## src/rtl/cursor_pkg.sv

```systemverilog
// Shared types and default geometry for the cursor/brush controller.
package cursor_pkg;

  typedef enum logic {
    IDLE,
    STAMP
  } stamp_state_t;

  typedef logic [11:0] colour_t;

  localparam int DEF_WIDTH        = 160;
  localparam int DEF_HEIGHT       = 120;
  localparam int DEF_REPEAT_DELAY = 4_000_000;
  localparam int DEF_REPEAT_RATE  = 1_000_000;
  localparam int DEF_MAX_BRUSH    = 4;

endpackage

```

## src/rtl/cursor_brush_ctrl_btn_repeat.sv

```systemverilog
// Single-button edge detector with hold-to-repeat: one step on press, then
// a step after DELAY held cycles, then one every RATE cycles.
module btn_repeat #(
  parameter int DELAY = 8,
  parameter int RATE  = 3
) (
  input  logic clk,
  input  logic reset,
  input  logic btn,
  output logic step
);

  localparam int LONGEST = (DELAY > RATE) ? DELAY : RATE;
  localparam int CW      = $clog2(LONGEST + 1);
  localparam logic [CW-1:0] DELAY_LIM = CW'(DELAY - 1);
  localparam logic [CW-1:0] RATE_LIM  = CW'(RATE - 1);

  logic          btn_q;
  logic          repeating;
  logic [CW-1:0] cnt;

  // cnt counts cycles since the last step; the limit switches after the first repeat
  assign step = btn & (~btn_q | (cnt == (repeating ? RATE_LIM : DELAY_LIM)));

  always_ff @(posedge clk) begin
    if (reset) begin
      btn_q     <= 1'b0;
      repeating <= 1'b0;
      cnt       <= '0;
    end else begin
      btn_q <= btn;
      if (!btn) begin
        cnt       <= '0;
        repeating <= 1'b0;
      end else if (step) begin
        cnt       <= '0;
        repeating <= btn_q;
      end else begin
        cnt <= cnt + 1'b1;
      end
    end
  end

endmodule

```

## src/rtl/cursor_brush_ctrl.sv

```systemverilog
// Cursor movement with button auto-repeat plus a square brush stamp engine
// writing to a framebuffer. Build option: CURSOR_WRAP_EN makes the cursor wrap at edges.
module cursor_brush_ctrl
  import cursor_pkg::*;
#(
  parameter int WIDTH        = DEF_WIDTH,
  parameter int HEIGHT       = DEF_HEIGHT,
  parameter int REPEAT_DELAY = DEF_REPEAT_DELAY,
  parameter int REPEAT_RATE  = DEF_REPEAT_RATE,
  parameter int MAX_BRUSH    = DEF_MAX_BRUSH,
  localparam int XW = $clog2(WIDTH),
  localparam int YW = $clog2(HEIGHT),
  localparam int AW = $clog2(WIDTH * HEIGHT),
  localparam int SW = $clog2(MAX_BRUSH)
) (
  input  logic          clk,
  input  logic          reset,
  input  logic          b_up,
  input  logic          b_down,
  input  logic          b_left,
  input  logic          b_right,
  input  logic [SW-1:0] brush_sel,
  input  logic [11:0]   colour_in,
  input  logic          draw_req,
  input  logic          wr_ready,
  output logic [XW-1:0] cursor_x,
  output logic [YW-1:0] cursor_y,
  output logic [AW-1:0] cursor_addr,
  output logic          wr_valid,
  output logic [AW-1:0] wr_addr,
  output logic [11:0]   wr_colour,
  output logic          busy,
  output logic          done
);

  localparam logic [XW-1:0] X_MAX     = XW'(WIDTH - 1);
  localparam logic [YW-1:0] Y_MAX     = YW'(HEIGHT - 1);
  localparam logic [XW:0]   X_LIM     = (XW + 1)'(WIDTH);
  localparam logic [YW:0]   Y_LIM     = (YW + 1)'(HEIGHT);
  localparam logic [SW:0]   BRUSH_LIM = (SW + 1)'(MAX_BRUSH);
  localparam logic [SW-1:0] SIZE_MAX  = SW'(MAX_BRUSH - 1);

  logic step_u, step_d, step_l, step_r;

  btn_repeat #(.DELAY(REPEAT_DELAY), .RATE(REPEAT_RATE)) u_rep_up    (.clk(clk), .reset(reset), .btn(b_up),    .step(step_u));
  btn_repeat #(.DELAY(REPEAT_DELAY), .RATE(REPEAT_RATE)) u_rep_down  (.clk(clk), .reset(reset), .btn(b_down),  .step(step_d));
  btn_repeat #(.DELAY(REPEAT_DELAY), .RATE(REPEAT_RATE)) u_rep_left  (.clk(clk), .reset(reset), .btn(b_left),  .step(step_l));
  btn_repeat #(.DELAY(REPEAT_DELAY), .RATE(REPEAT_RATE)) u_rep_right (.clk(clk), .reset(reset), .btn(b_right), .step(step_r));

  stamp_state_t  state, state_next;
  logic [XW-1:0] next_x;
  logic [YW-1:0] next_y;

  assign busy = (state == STAMP);

  // Opposing buttons cancel on level, so a held button blocks its opposite's steps
  always_comb begin
    next_x = cursor_x;
    next_y = cursor_y;
    if (!busy) begin
      if (step_r && !b_left) begin
`ifdef CURSOR_WRAP_EN
        next_x = (cursor_x == X_MAX) ? '0 : cursor_x + 1'b1;
`else
        next_x = (cursor_x == X_MAX) ? cursor_x : cursor_x + 1'b1;
`endif
      end else if (step_l && !b_right) begin
`ifdef CURSOR_WRAP_EN
        next_x = (cursor_x == '0) ? X_MAX : cursor_x - 1'b1;
`else
        next_x = (cursor_x == '0) ? cursor_x : cursor_x - 1'b1;
`endif
      end
      if (step_d && !b_up) begin
`ifdef CURSOR_WRAP_EN
        next_y = (cursor_y == Y_MAX) ? '0 : cursor_y + 1'b1;
`else
        next_y = (cursor_y == Y_MAX) ? cursor_y : cursor_y + 1'b1;
`endif
      end else if (step_u && !b_down) begin
`ifdef CURSOR_WRAP_EN
        next_y = (cursor_y == '0) ? Y_MAX : cursor_y - 1'b1;
`else
        next_y = (cursor_y == '0) ? cursor_y : cursor_y - 1'b1;
`endif
      end
    end
  end

  always_ff @(posedge clk) begin
    if (reset) begin
      cursor_x    <= XW'(WIDTH / 2);
      cursor_y    <= YW'(HEIGHT / 2);
      cursor_addr <= AW'((HEIGHT / 2) * WIDTH + WIDTH / 2);
    end else begin
      cursor_x    <= next_x;
      cursor_y    <= next_y;
      cursor_addr <= AW'(next_y) * AW'(WIDTH) + AW'(next_x);
    end
  end

  logic [XW-1:0] base_x;
  logic [YW-1:0] base_y;
  logic [AW-1:0] row_addr;
  colour_t       colour_q;
  logic [SW-1:0] size_q;
  logic [SW-1:0] dx, dy;
  logic          in_bounds, advance, last;

  assign in_bounds = (({1'b0, base_x} + (XW + 1)'(dx)) < X_LIM) &&
                     (({1'b0, base_y} + (YW + 1)'(dy)) < Y_LIM);
  assign advance   = busy && (!in_bounds || wr_ready);
  assign last      = (dx == size_q) && (dy == size_q);

  assign wr_valid  = busy && in_bounds;
  assign wr_addr   = wr_valid ? row_addr + AW'(dx) : '0;
  assign wr_colour = wr_valid ? colour_q : '0;

  always_comb begin
    state_next = state;
    case (state)
      IDLE:    if (draw_req) state_next = STAMP;
      STAMP:   if (advance && last) state_next = IDLE;
      default: state_next = IDLE;
    endcase
  end

  always_ff @(posedge clk) begin
    if (reset) state <= IDLE;
    else       state <= state_next;
  end

  // row_addr tracks (base_y+dy)*WIDTH+base_x so no multiplier is needed per beat
  always_ff @(posedge clk) begin
    if (reset) begin
      base_x   <= '0;
      base_y   <= '0;
      row_addr <= '0;
      colour_q <= '0;
      size_q   <= '0;
      dx       <= '0;
      dy       <= '0;
      done     <= 1'b0;
    end else begin
      done <= advance && last;
      if (state == IDLE && draw_req) begin
        base_x   <= cursor_x;
        base_y   <= cursor_y;
        row_addr <= cursor_addr;
        colour_q <= colour_in;
        size_q   <= ({1'b0, brush_sel} >= BRUSH_LIM) ? SIZE_MAX : brush_sel;
        dx       <= '0;
        dy       <= '0;
      end else if (advance) begin
        if (dx == size_q) begin
          dx       <= '0;
          dy       <= dy + 1'b1;
          row_addr <= row_addr + AW'(WIDTH);
        end else begin
          dx <= dx + 1'b1;
        end
      end
    end
  end

endmodule
```

## config.mk

```make
export PLATFORM = sky130hd
export DESIGN_NAME = cursor_brush_ctrl
export DESIGN_NICKNAME = d
export VERILOG_FILES = /design/src/rtl/cursor_pkg.sv /design/src/rtl/cursor_brush_ctrl_btn_repeat.sv /design/src/rtl/cursor_brush_ctrl.sv
export SDC_FILE = /design/constraint.sdc
export NUM_CORES = 1
export LEC_CHECK = 0
export CORE_UTILIZATION = 60
export DETAILED_ROUTE_END_ITERATION = 10
export DONT_BUFFER_PORTS = 1
export PLACE_DENSITY = 0.76
export SKIP_CTS_REPAIR_TIMING = 1
export SLEW_MARGIN = 0
export SYNTH_ARGS = -nofsm -noshare
export SYNTH_HDL_FRONTEND = slang
export SYNTH_SLANG_ARGS = --single-unit
```

## constraint.sdc

```tcl
create_clock -name clk -period 9.01 [get_ports clk]
set_input_delay 0.901 -clock clk [delete_from_list [all_inputs] [get_ports clk]]
set_output_delay 0.901 -clock clk [all_outputs]
set_load 0.02 [all_outputs]
```

==> impl_metrics.toml <==
[sta]
relSlewSlack_pct = 43.5
fmax_mhz = 198
period_minus_slack_ns = 5.04
slew_viol_final = 0
setup_viol = 0
fin_tns_setup_ns = 0
finClkSkew_ns = 0.00769
hold_viol_final = 0
rsz0062_at_grt = "false"
period_share_pct = 56.0
worst_pin_slew_ns = 0.845

[yosys]
ys_warn_count = 0
syn-num-nets = 1103
synth.cell_area_um2 = 8670
synth_area_leader_cell = "dfxtp_1"
seq_area_frac_synth_pct = 39.5
syn_avg_cell_area_um2 = 8.25
synthCells = 1051
netlist.area_leader.share_pct = 39.5
ys_ff_latch = 171
synth_edf_count = 0
synth_area_leaders = "dfxtp_1 (39%), nor2_1 (6.3%), xor2_1 (5.8%)"
synth_cell_type_count = 67
synth_ff_type = "dfxtp_1"
ys_async_sr_fraction_pct = 0

[clock_network]
htree_num_levels = 4
clock_path_buffers = 2
path_clk_slew_ns = 0.06
cts_tree = "yes"
numCtsBuffers = 17
clk-insertion-delay-late_ns = 0.43
cts-root-buf = "clkbuf_16"
clock-sinks = 171

[worst_setup_path]
crit_fanout = 6
crit_type = "reg2reg"
cp_top_family = "simple AND/OR/NAND/NOR gates"
crit_chain = "or4b_1 -> or4_4 -> o31ai_4 -> nand3_1 -> mux2_2 -> o221ai_1 -> ha_1 -> ha_1 -> fa_1 -> xor2_1 -> nand3_1 -> nor4_1 -> nor4bb_1 -> o21ai_0 -> o31ai_2"
worstPathArrival_ns = 5.38
startpoint_type = "flip-flop"
worstSetupEndpointType = "flip-flop"
cp_slowest_cell = "or4_4"
crit_path_max_incr_delay_ns = 0.52
required_ns = 9.35
timing.critical_path.buf_inv = 0

[global_routing]
groute.usage.overall_pct = 24.2
grt_pass1_wl_um = 28700
first_global_vias = 6067
grt_max_degree = 64
grt-ovfl-total = 0
antenna_found_initial = 0

[routing]
dr.pass1.iters = 5
drtAntennaViolNets = 0
vias = 7015
routed_wl_um = 17700
via_per_inst = 5.75
route.detailed.drc = 0
wl_per_cell_um = 14.5
first_iter_violations = 410

[status]
status = "complete, no violations"

[floorplanning]
coreArea_um2 = 14000
start_util_pct = 62.0
dieArea_um2 = 14900
fp.dieH_um = 122
ios = 82
die_width_um = 122
rows = 43

[pwr]
p_leak_nw = 3.28
ir_worst_vdd_mv = 0.146
power_density_nw_per_um2 = 200

[cells_and_area]
multi_input_area_um2 = 4950
nets = 1079
syn_to_final_growth_pct = 8.13
final_core_util_pct = 67.0
final_cell_mix = "dfxtp_1 (171), nor2_1 (145), nand2_1 (116)"
layout-drive-gt1-share_pct = 5.38
antenna_cells = 0
fillers = 1185
mostFrequentLayoutCell = "dfxtp_1"
seqCellArea_um2 = 3420

[min_path]
hp-class = "reg2reg"

[job]
drv_cap = 0

[placed_design]
hpwlAfterDp_um = 12100
gp_congestion = 0.886
port_buffers = 0
stage by stage:
stage                     cells  hold slack [ns]  power [mW]  instance area (µm²)  setup WS [ns]
after global routing       1220            0.467        1.96                 9370           3.59
after floorplan            1051            0.413        1.06                 8670           4.46
after detailed placement   1188            0.439        1.11                 8730           4.05
after global placement     1188            0.427        1.10                 8730           4.18
after CTS                  1220            0.448        1.89                 9370           4.00
final                      1220            0.445        1.87                 9370           3.97
kinds of logic after synthesis:
group,after synthesis,synth area share [%]
compound gates,165,12.0
xor+xnor,113,11.4
fa+ha+maj,30,4.59
buf+inv,73,3.38
flops,171,39.5
mux,8,0.982
simple gates,491,28.2
tightest hold or removal path: stages (launching register included):
cell	delay, ns
dfxtp_1	0.30
nand2_1	0.05
a21oi_1	0.05
cell type report:
class                           instances  area share [%]
Sequential cell                       171            36.5
Tap cell                              180            2.40
Clock inverter                          8            1.39
Clock buffer                           24            5.46
Timing Repair Buffer                    4           0.320
Inverter                               26            1.04
Multi-Input combinational cell        807            52.9
power by group:
group / internal [mW] / switching, mW / leakage [nW]
Clock: 0.483 / 0.295 / 0.311
Sequential: 0.793 / 0.0705 / 1.39
Combinational: 0.0969 / 0.136 / 1.58
sequential cells by signal (all words and copies together), names as in the netlist, 2 cells and up:
signal           count
cursor_y             7
dy                   2
cursor_x             8
u_rep_left.cnt      22
u_rep_right.cnt     22
base_y               7
cursor_addr         10
base_x               8
size_q               2
u_rep_up.cnt        22
dx                   2
colour_q            12
u_rep_down.cnt      22
row_addr            15
worst paths after layout:
check                               end  slack (ns)  cells past startpoint                   startpoint
max          cursor_addr[14]$_SDFF_PP0_        3.97                     15  u_rep_up.cnt[13]$_SDFF_PP0_
min            colour_q[9]$_SDFFE_PP0P_        0.44                      2     colour_q[9]$_SDFFE_PP0P_
min reg2reg    colour_q[9]$_SDFFE_PP0P_        0.44                      2     colour_q[9]$_SDFFE_PP0P_
max reg2reg  cursor_addr[14]$_SDFF_PP0_        3.97                     15  u_rep_up.cnt[13]$_SDFF_PP0_
routing by layer:
| layer | wire [µm] | global-route usage [%] | up-vias |
|---|---|---|---|
| met2 | 8160 | 37.9 | 161 |
| met5 | 0 | 0 | - |
| met1 | 8180 | 32.0 | 3255 |
| met4 | 230 | 9.91 | 0 |
| li1 | - | - | 3579 |
| met3 | 1130 | 5.43 | 20 |
synth_stat cells, types with 5 or more instances:
cell type / instances
buf_4: 5
and3_1: 27
nand4_1: 16
inv_1: 26
or2_2: 8
o21ai_0: 35
nor4_1: 7
and2_1: 29
nor2b_1: 19
nor4bb_1: 9
buf_1: 5
nor4b_1: 6
nor3_1: 15
nand2b_1: 5
nor2_1: 145
xor2_1: 57
a21oi_1: 64
nand3_1: 54
dfxtp_1: 171
xnor2_1: 56
ha_1: 27
or3_1: 11
nand2_1: 116
a31oi_1: 7
a211oi_1: 8
and4_1: 7
clkbuf_1: 37
Power figures use the tool's default switching activity.
